### config.mk
export PLATFORM = sky130hd
export DESIGN_NAME = game_seq_ctrl
export DESIGN_NICKNAME = d
export VERILOG_FILES = /design/src/rtl/game_seq_ctrl.sv
export SDC_FILE = /design/constraint.sdc
export NUM_CORES = 1
export LEC_CHECK = 0
export ABC_AREA = 1
export CAP_MARGIN = 20
export CORE_MARGIN = 5
export CORE_UTILIZATION = 50
export CTS_CLUSTER_SIZE = 8
export DETAILED_ROUTE_END_ITERATION = 8
export PLACE_DENSITY = 0.73
export SYNTH_ARGS = -nofsm -noshare
export SYNTH_HDL_FRONTEND = slang
export SYNTH_SLANG_ARGS = --single-unit
### constraint.sdc
create_clock -name clk -period 3 [get_ports clk]
set_input_delay 0.9 -clock clk [delete_from_list [all_inputs] [get_ports clk]]
set_output_delay 0.9 -clock clk [all_outputs]
set_load 0.05 [all_outputs]
### src/rtl/game_seq_ctrl.sv
// Round sequencer for a timed target game: start/level handling, countdown, scoring, spawn requests.
// Latency: start/hit/tick take effect at the next clk edge; spawn_req follows a hit by one cycle.
// No backpressure: all pulses are fire-and-forget. Optional high score via GAME_SEQ_HISCORE_EN.
module game_seq_ctrl #(
  parameter int TICK_DIV   = 50000000,
  parameter int SCROLL_DIV = 15000000
) (
  input  logic        clk,
  input  logic        reset,
  input  logic        start_n,
  input  logic [2:0]  level_n,
  input  logic        hit,
  output logic [1:0]  phase,
  output logic [6:0]  countdown,
  output logic [10:0] score,
  output logic [9:0]  led,
  output logic        scroll_step,
  output logic        spawn_req,
  output logic [1:0]  spawn_lane,
`ifdef GAME_SEQ_HISCORE_EN
  output logic [10:0] hiscore,
  output logic        new_record,
`endif
  output logic        round_done
);

  typedef enum logic [1:0] {
    IDLE = 2'd0,
    PLAY = 2'd1,
    OVER = 2'd2
  } state_t;

  localparam int TW = (TICK_DIV > 1) ? $clog2(TICK_DIV) : 1;
  localparam int SW = (SCROLL_DIV > 1) ? $clog2(SCROLL_DIV) : 1;
  localparam logic [TW-1:0] TICK_LAST   = TW'(TICK_DIV - 1);
  localparam logic [SW-1:0] SCROLL_LAST = SW'(SCROLL_DIV - 1);
  localparam logic [10:0]   SCORE_MAX   = 11'd2047;

  state_t          state;
  state_t          state_nxt;
  logic            start_q;
  logic            start_evt;
  logic [6:0]      sel_time;
  logic [6:0]      sel_nxt;
  logic [TW-1:0]   tick_cnt;
  logic            tick;
  logic            final_tick;
  logic            hit_ok;
  logic [10:0]     score_nxt;
  logic [SW-1:0]   scr_cnt;
  logic [7:0]      lfsr;
  logic            lfsr_fb;
  logic [1:0]      lane_mod;

  assign phase = state;

  // Falling edge of the start button, seen against its one-cycle-old copy.
  always_comb begin
    start_evt = start_q & ~start_n;
  end

  // Level decode: lowest asserted bit wins; nothing pressed keeps the current choice.
  always_comb begin
    sel_nxt = sel_time;
    if (!level_n[0]) begin
      sel_nxt = 7'd30;
    end else if (!level_n[1]) begin
      sel_nxt = 7'd60;
    end else if (!level_n[2]) begin
      sel_nxt = 7'd90;
    end
  end

  // Second tick and end-of-round detection; a hit only counts while playing.
  always_comb begin
    tick       = (state == PLAY) && (tick_cnt == TICK_LAST);
    final_tick = tick && (countdown == 7'd1);
    hit_ok     = hit && (state == PLAY);
    score_nxt  = score;
    if (hit_ok && (score != SCORE_MAX)) begin
      score_nxt = score + 11'd1;
    end
  end

  // Next-state logic: start only acts outside PLAY, the last tick ends the round.
  always_comb begin
    state_nxt = state;
    case (state)
      IDLE: if (start_evt) state_nxt = PLAY;
      PLAY: if (final_tick) state_nxt = OVER;
      OVER: if (start_evt) state_nxt = PLAY;
      default: state_nxt = IDLE;
    endcase
  end

  // State register.
  always_ff @(posedge clk) begin
    if (!reset) begin
      state <= IDLE;
    end else begin
      state <= state_nxt;
    end
  end

  // Single registration of the start button for edge detection.
  always_ff @(posedge clk) begin
    if (!reset) begin
      start_q <= 1'b1;
    end else begin
      start_q <= start_n;
    end
  end

  // Selected round length; frozen while a round is in progress.
  always_ff @(posedge clk) begin
    if (!reset) begin
      sel_time <= 7'd30;
    end else if (state != PLAY) begin
      sel_time <= sel_nxt;
    end
  end

  // Countdown tracks the selection between rounds and counts down once per tick in PLAY.
  always_ff @(posedge clk) begin
    if (!reset) begin
      countdown <= 7'd30;
    end else if (state != PLAY) begin
      countdown <= sel_nxt;
    end else if (tick) begin
      countdown <= countdown - 7'd1;
    end
  end

  // Second prescaler: idle at zero outside PLAY so every round starts on a fresh second.
  always_ff @(posedge clk) begin
    if (!reset) begin
      tick_cnt <= '0;
    end else if ((state != PLAY) || (tick_cnt == TICK_LAST)) begin
      tick_cnt <= '0;
    end else begin
      tick_cnt <= tick_cnt + TW'(1);
    end
  end

  // Score: cleared by a start event, held in OVER, saturating increment on hits in PLAY.
  always_ff @(posedge clk) begin
    if (!reset) begin
      score <= '0;
    end else if ((state != PLAY) && start_evt) begin
      score <= '0;
    end else begin
      score <= score_nxt;
    end
  end

  // Milestone bar: one LED per 20 hits.
  always_comb begin
    led = '0;
    for (int k = 0; k < 10; k++) begin
      led[k] = (score >= 11'(20 * (k + 1)));
    end
  end

  // Free-running x^8+x^6+x^5+x^4+1 Fibonacci LFSR feeding the lane choice.
  always_comb begin
    lfsr_fb  = lfsr[7] ^ lfsr[5] ^ lfsr[4] ^ lfsr[3];
    lane_mod = 2'(lfsr % 8'd3);
  end

  // LFSR register.
  always_ff @(posedge clk) begin
    if (!reset) begin
      lfsr <= 8'h01;
    end else begin
      lfsr <= {lfsr[6:0], lfsr_fb};
    end
  end

  // Spawn request one cycle after a counted hit, lane captured from the hit cycle.
  always_ff @(posedge clk) begin
    if (!reset) begin
      spawn_req  <= 1'b0;
      spawn_lane <= 2'd0;
    end else begin
      spawn_req <= hit_ok;
      if (hit_ok) begin
        spawn_lane <= lane_mod;
      end
    end
  end

  // End-of-round pulse coincides with the first OVER cycle; reset aborts silently.
  always_ff @(posedge clk) begin
    if (!reset) begin
      round_done <= 1'b0;
    end else begin
      round_done <= final_tick;
    end
  end

  // Banner scroll prescaler: runs only between rounds.
  always_ff @(posedge clk) begin
    if (!reset) begin
      scr_cnt <= '0;
    end else if ((state == PLAY) || (scr_cnt == SCROLL_LAST)) begin
      scr_cnt <= '0;
    end else begin
      scr_cnt <= scr_cnt + SW'(1);
    end
  end

  // Scroll pulse on prescaler wrap, suppressed during play.
  always_comb begin
    scroll_step = (state != PLAY) && (scr_cnt == SCROLL_LAST);
  end

`ifdef GAME_SEQ_HISCORE_EN
  // High score updates with the final score (including a last-tick hit); only reset clears it.
  always_ff @(posedge clk) begin
    if (!reset) begin
      hiscore    <= '0;
      new_record <= 1'b0;
    end else begin
      new_record <= 1'b0;
      if (final_tick && (score_nxt > hiscore)) begin
        hiscore    <= score_nxt;
        new_record <= 1'b1;
      end
    end
  end
`endif

endmodule
======== After elaboration in Yosys (flattened, before gate mapping) ========
Index checks and enable logic that the tools add are counted.
word-level totals
  bits in registers ....................... 90
  bits of input ports ..................... 7
  output and inout port bits .............. 35
  word-level logic and storage cells ...... 64
operators by class
  add/subtract/negate cells ............... 4
  div/mod/pow operators ................... 1
  $lt $le $gt $ge ......................... 10
  eq/ne operators ......................... 9
  multiplexer cells ....................... 8
  bitwise operators ....................... 6
  reduce and logical (&&, ||, !) cells .... 15
operators with widths
  operator               number
  $ge 11x8->1 const B    4
  $mux 7                 5
  $ge 11x7->1 const B    3
  $add 26x1->26 const B  1
  $eq 26x26->1 const B   1
  $add 24x1->24 const B  1
  $eq 24x24->1 const B   1
  $ge 11x6->1 const B    2
  $add 11x1->11 const B  1
  $ge 11x5->1 const B    1
  $ne 11x11->1 const B   1
  $mod 8x2->8 const B    1
  $reduce_or 2->1        4
  $eq 7x1->1 const B     1
  $sub 7x1->7 const B    1
  $logic_and 1x1->1      6
  $mux 2                 2
  $ne 2x1->1 const B     2
  $pmux 2 s2             1
  $xor 1x1->1            3
  $eq 2x1->1 const B     1
  $eq 2x2->1 const B     1
  $logic_not 2->1        1
  $logic_or 1x1->1       2
  other kinds (5)        6

======== Logic depth before layout (Yosys ltp) ========
  depth after elaboration ................. 5
  depth in mapped cells ................... 24
  gate-level depth less buffers ........... 23

======== Least setup slack after synthesis ========
OpenSTA, ideal clock, no wires.
  path type ............................... register to output
  from .................................... reg score[3]
  to ...................................... out led[4]
  arrival time ............................ 2151 ps
  data required time ...................... 2100 ps
  slack ................................... -51 ps
  stages on the path, launching flop included .. 6
  buffers on the path ..................... 1
  path through ............................ dfxtp_1 buf_2 nor2_1 inv_1 o21ai_0 o21ai_0
between the ends
  longest elaborated chain between the ends .. 1
RTL lines
  what                    RTL line  text
  start, declared         15        output logic [10:0] score,
  start signal, assigned  152       score <= score_nxt;
  $ge 11x7->1             160       led[k] = (score >= 11'(20 * (k + 1)));
  end, declared           16        output logic [9:0] led,
No other way between the ends.

======== Worst setup path in the final report ========
  from .................................... reg score[4]
  to ...................................... out led[1]
between the ends
  longest elaborated chain between the ends .. 1
RTL lines
  what         RTL line
  $ge 11x6->1  160
No other way between the ends.

==> impl_metrics.xml <==
<?xml version="1.0" encoding="UTF-8"?>
<metrics>
  <group name="floorplanning">
    <metric name="initial_core_util" unit="%">50.5</metric>
    <metric name="die_area" unit="um2">11200</metric>
    <metric name="pin_count" unit="">42</metric>
    <metric name="rows" unit="">35</metric>
    <metric name="placeableCoreArea" unit="um2">9060</metric>
    <metric name="floorplan.die.width" unit="um">106</metric>
    <metric name="fp.dieH" unit="um">106</metric>
  </group>
  <group name="routing">
    <metric name="postRouteAntennaNets" unit="">0</metric>
    <metric name="via_count" unit="">4285</metric>
    <metric name="drt-pass1-iter-count" unit="">5</metric>
    <metric name="remaining_drc_errors" unit="">0</metric>
    <metric name="detailedRoute.firstIterationViolations" unit="">227</metric>
    <metric name="vias_per_cell" unit="">5.17</metric>
    <metric name="wl_per_cell" unit="um">12.1</metric>
    <metric name="routed_wirelength" unit="mm">10.0</metric>
  </group>
  <group name="worst_setup_path">
    <metric name="critical_path.most_common_cell" unit="">nand2_1</metric>
    <metric name="r2r_slack" unit="ps">250</metric>
    <metric name="crit_chain" unit="">nor2_1, inv_1, nand2_1, nand2_1, clkdlybuf4s50_1</metric>
    <metric name="timing.critical_path.to_type" unit="">primary output</metric>
    <metric name="setup.worst_path.class" unit="">reg2out</metric>
    <metric name="critPathLaunchType" unit="">flip-flop</metric>
    <metric name="cpMaxStageDelayCell" unit="">clkdlybuf4s50_1</metric>
    <metric name="worst_ep_arrival_time" unit="ps">1970</metric>
    <metric name="worstPathRequired" unit="ps">2100</metric>
    <metric name="cpPeakStageDelay" unit="ps">800</metric>
    <metric name="critical_path_peak_fanout" unit="">10</metric>
  </group>
  <group name="logic_synthesis">
    <metric name="synthesis.yosys.warnings" unit="">0</metric>
    <metric name="synth_largest_area_cell" unit="">dfxtp_1</metric>
    <metric name="synth-edff-count" unit="">0</metric>
    <metric name="avg_synthesized_cell_area" unit="um2">6.91</metric>
    <metric name="synth.most_common_cell" unit="">nand2_1</metric>
    <metric name="synth.top_cells.by_area" unit="">dfxtp_1 (39%), nand2_1 (11%), inv_1 (9.1%)</metric>
    <metric name="synthArstFlopShare" unit="%">0</metric>
    <metric name="synth.yosys.seq_area_share" unit="%">39.4</metric>
    <metric name="yosys_most_used_dff" unit="">dfxtp_1</metric>
    <metric name="syn_nets" unit="">678</metric>
    <metric name="synth_common_cells" unit="">nand2_1 (133), inv_1 (111), dfxtp_1 (90)</metric>
    <metric name="synth.cell_area" unit="um2">4580</metric>
    <metric name="synth_cell_types" unit="">39</metric>
    <metric name="proportion_of_netlist_area_held_by_the_largest_area_contributor" unit="%">39.4</metric>
    <metric name="postSynthCellCount" unit="">663</metric>
    <metric name="yosys_register_bits" unit="">90</metric>
  </group>
  <group name="timing">
    <metric name="minimum_clock_period" unit="ps">2870</metric>
    <metric name="finalSetupViolCount" unit="">0</metric>
    <metric name="final.setup.worst_slack" unit="ps">131</metric>
    <metric name="setup_tns" unit="ps">0</metric>
    <metric name="maxClockFrequency" unit="MHz">349</metric>
    <metric name="report.final.hold_viol_count" unit="">0</metric>
    <metric name="finalClockSkew" unit="ps">9.86</metric>
    <metric name="worst_case_hold_slack" unit="ps">418</metric>
    <metric name="layout_worst_path_cycle_share" unit="%">95.6</metric>
    <metric name="slew_viol_final" unit="">0</metric>
    <metric name="worst_pin_slew" unit="ps">531</metric>
    <metric name="max-slew-margin-rel" unit="%">64.5</metric>
  </group>
  <group name="grt">
    <metric name="grt_pass1_wl" unit="mm">17.6</metric>
    <metric name="antenna_found_initial" unit="">0</metric>
    <metric name="grt_pass1_vias" unit="">4051</metric>
    <metric name="gr-total-overflow" unit="">0</metric>
    <metric name="grt_use_total" unit="%">18.7</metric>
    <metric name="grt_start_max_net_pins" unit="">28</metric>
  </group>
  <group name="status">
    <metric name="outcome" unit="">complete, no violations</metric>
  </group>
  <group name="clocking">
    <metric name="insertion_delay" unit="ps">360</metric>
    <metric name="number_of_sinks_on_the_clock_net" unit="">90</metric>
    <metric name="cts_hold_buf" unit="">0</metric>
    <metric name="cts-htree-levels" unit="">3</metric>
    <metric name="cts_root_buffer_type" unit="">clkbuf_8</metric>
    <metric name="cts_inserted_buffers" unit="">9</metric>
    <metric name="cts_tree" unit="">built</metric>
    <metric name="cts.reportedPaths.clkPinSlew" unit="ps">90</metric>
    <metric name="largest_buffer_count_on_any_clock_path" unit="">2</metric>
  </group>
  <group name="finish">
    <metric name="summed_area_of_non_filler_cells_in_the_final_layout" unit="um2">5470</metric>
    <metric name="layout.core_utilization" unit="%">60.4</metric>
    <metric name="nets" unit="">728</metric>
    <metric name="final_layout_size_suffix_gt1_share" unit="%">10.6</metric>
    <metric name="post_synthesis_to_final_layout_area_growth" unit="%">19.5</metric>
    <metric name="instances_no_fill" unit="">829</metric>
    <metric name="antennaDiodeCount" unit="">0</metric>
  </group>
  <group name="power">
    <metric name="power_leakage" unit="nW">2.32</metric>
    <metric name="p_clk_share" unit="%">38.1</metric>
    <metric name="internal-power" unit="mW">1.79</metric>
    <metric name="comb_power_share" unit="%">10.3</metric>
    <metric name="power_density_over_cell_area" unit="nW/um2">440</metric>
    <metric name="power_after_layout" unit="mW">2.41</metric>
    <metric name="switchingPower" unit="mW">0.616</metric>
    <metric name="netSwitchingFraction" unit="%">25.6</metric>
    <metric name="pwr-share-seq" unit="%">51.6</metric>
    <metric name="worst_ir_drop_vdd" unit="V">0.000233</metric>
  </group>
  <group name="placement">
    <metric name="place.detailed.instances" unit="">809</metric>
    <metric name="io_buffer_count" unit="">41</metric>
    <metric name="pre_cts_slack" unit="ps">-46.8</metric>
    <metric name="total_half_perimeter_wirelength_after_legalization_and_detailed_placement" unit="mm">7.34</metric>
    <metric name="post_detailed_placement_cell_area" unit="um2">5130</metric>
    <metric name="gp_congestion" unit="">0.864</metric>
  </group>
  <group name="job">
    <metric name="cap_violations" unit="">0</metric>
  </group>
  <group name="worst_hold_path">
    <metric name="hold_path.class" unit="">reg2reg</metric>
  </group>
</metrics>
## layout make-up
class | instances | area (um2)
clock buffers | 11 | 141
clock inverters | 5 | 77.6
fillers | 822 | 3590
inverters | 112 | 420
multi-input cells | 448 | 2350
flip-flops and latches | 90 | 1820
well taps | 111 | 139
repair buffers | 52 | 526
## worst max-delay path: cells and delay by family, from the launching register on
kind | cells | cell delay, ps
buffers and inverters | 2 | 870
AND/OR/NAND/NOR | 3 | 190
flip-flops | 1 | 540
## cell usage in the layout, fill, tap and decap left out, types with 2 or more instances in the layout
cell type        Yosys  final
clkbuf_8             0     10
bufinv_16            0      2
nand2_2              3      4
buf_4                0     11
dfxtp_1             90     85
dfxtp_4              0      3
ha_1                 8      7
nor3_2               5      5
nand4_2              2      2
nor3b_1             10     10
clkdlybuf4s50_1      0     31
nor2_2               8     11
xnor2_1              2      2
or2_2                6      6
a211oi_1             6      6
nor2_4               2      3
nor4_1               5      5
nand4_1             17     17
nor4_2               2      2
dfxtp_2              0      2
nand3_2              3      4
a31oi_1              4      4
nand2_1            133    132
inv_2                1      2
clkinv_2             0      2
dlymetal6s2s_1       0      9
inv_1              111    110
o21ai_0             35     34
a21oi_1             36     36
nand3_1             45     44
nor3_1              25     25
nor2_1              72     68
xor2_1               8      7
## sequential cells by signal (all words and copies together), names as in the netlist
signal,flops
countdown,7
lfsr,8
phase,2
round_done,1
score,11
scr_cnt,24
sel_time,7
spawn_lane,2
spawn_req,1
start_q,1
tick_cnt,26
## cell families after synthesis
family	after synthesis	share of synthesized area [%]
XOR/XNOR	10	1.91
buffers and inverters	125	10.4
adder cells (fa/ha/maj)	8	2.19
AND/OR/NAND/NOR	342	35.6
flip-flops	90	39.4
AO/OA/AOI/OAI	88	10.5
## path summary, 6_finish.rpt
check | start | to | cells past startpoint
max | score[4]$_SDFFE_PP0P_ | led[1] | 5
max reg2reg | lfsr[7]$_SDFF_PN0_ | spawn_lane[1]$_SDFFE_PN0P_ | 22
min reg2reg | scr_cnt[0]$_SDFF_PP0_ | scr_cnt[0]$_SDFF_PP0_ | 1
min | scr_cnt[0]$_SDFF_PP0_ | scr_cnt[0]$_SDFF_PP0_ | 1
## power groups by stage
stage                     logic [mW]  clock network (mW)  registers (mW)
final                          0.248               0.919            1.24
after floorplan                0.122                   0            1.31
after global routing           0.279                1.00            1.25
after detailed placement       0.236                   0            1.27
after global placement         0.230                   0            1.27
after CTS                      0.238               0.939            1.25
## per-layer routing
metal | share of wire [%] | global-route usage [%]
met5 | 0 | 0
met4 | 1.3 | 5.00
met3 | 3.5 | 3.31
met2 | 49 | 32.6
met1 | 46 | 23.7
## what timing repair did
| item | in CTS | in global routing |
|---|---|---|
| pin swaps | 0 | 5 |
| resized for setup | 2 | 28 |
| cloned | 0 | 0 |
| buffers inserted | 0 | 4 |
| setup endpoints to repair | 2 | 12 |
(Power assumes the default switching activity.)
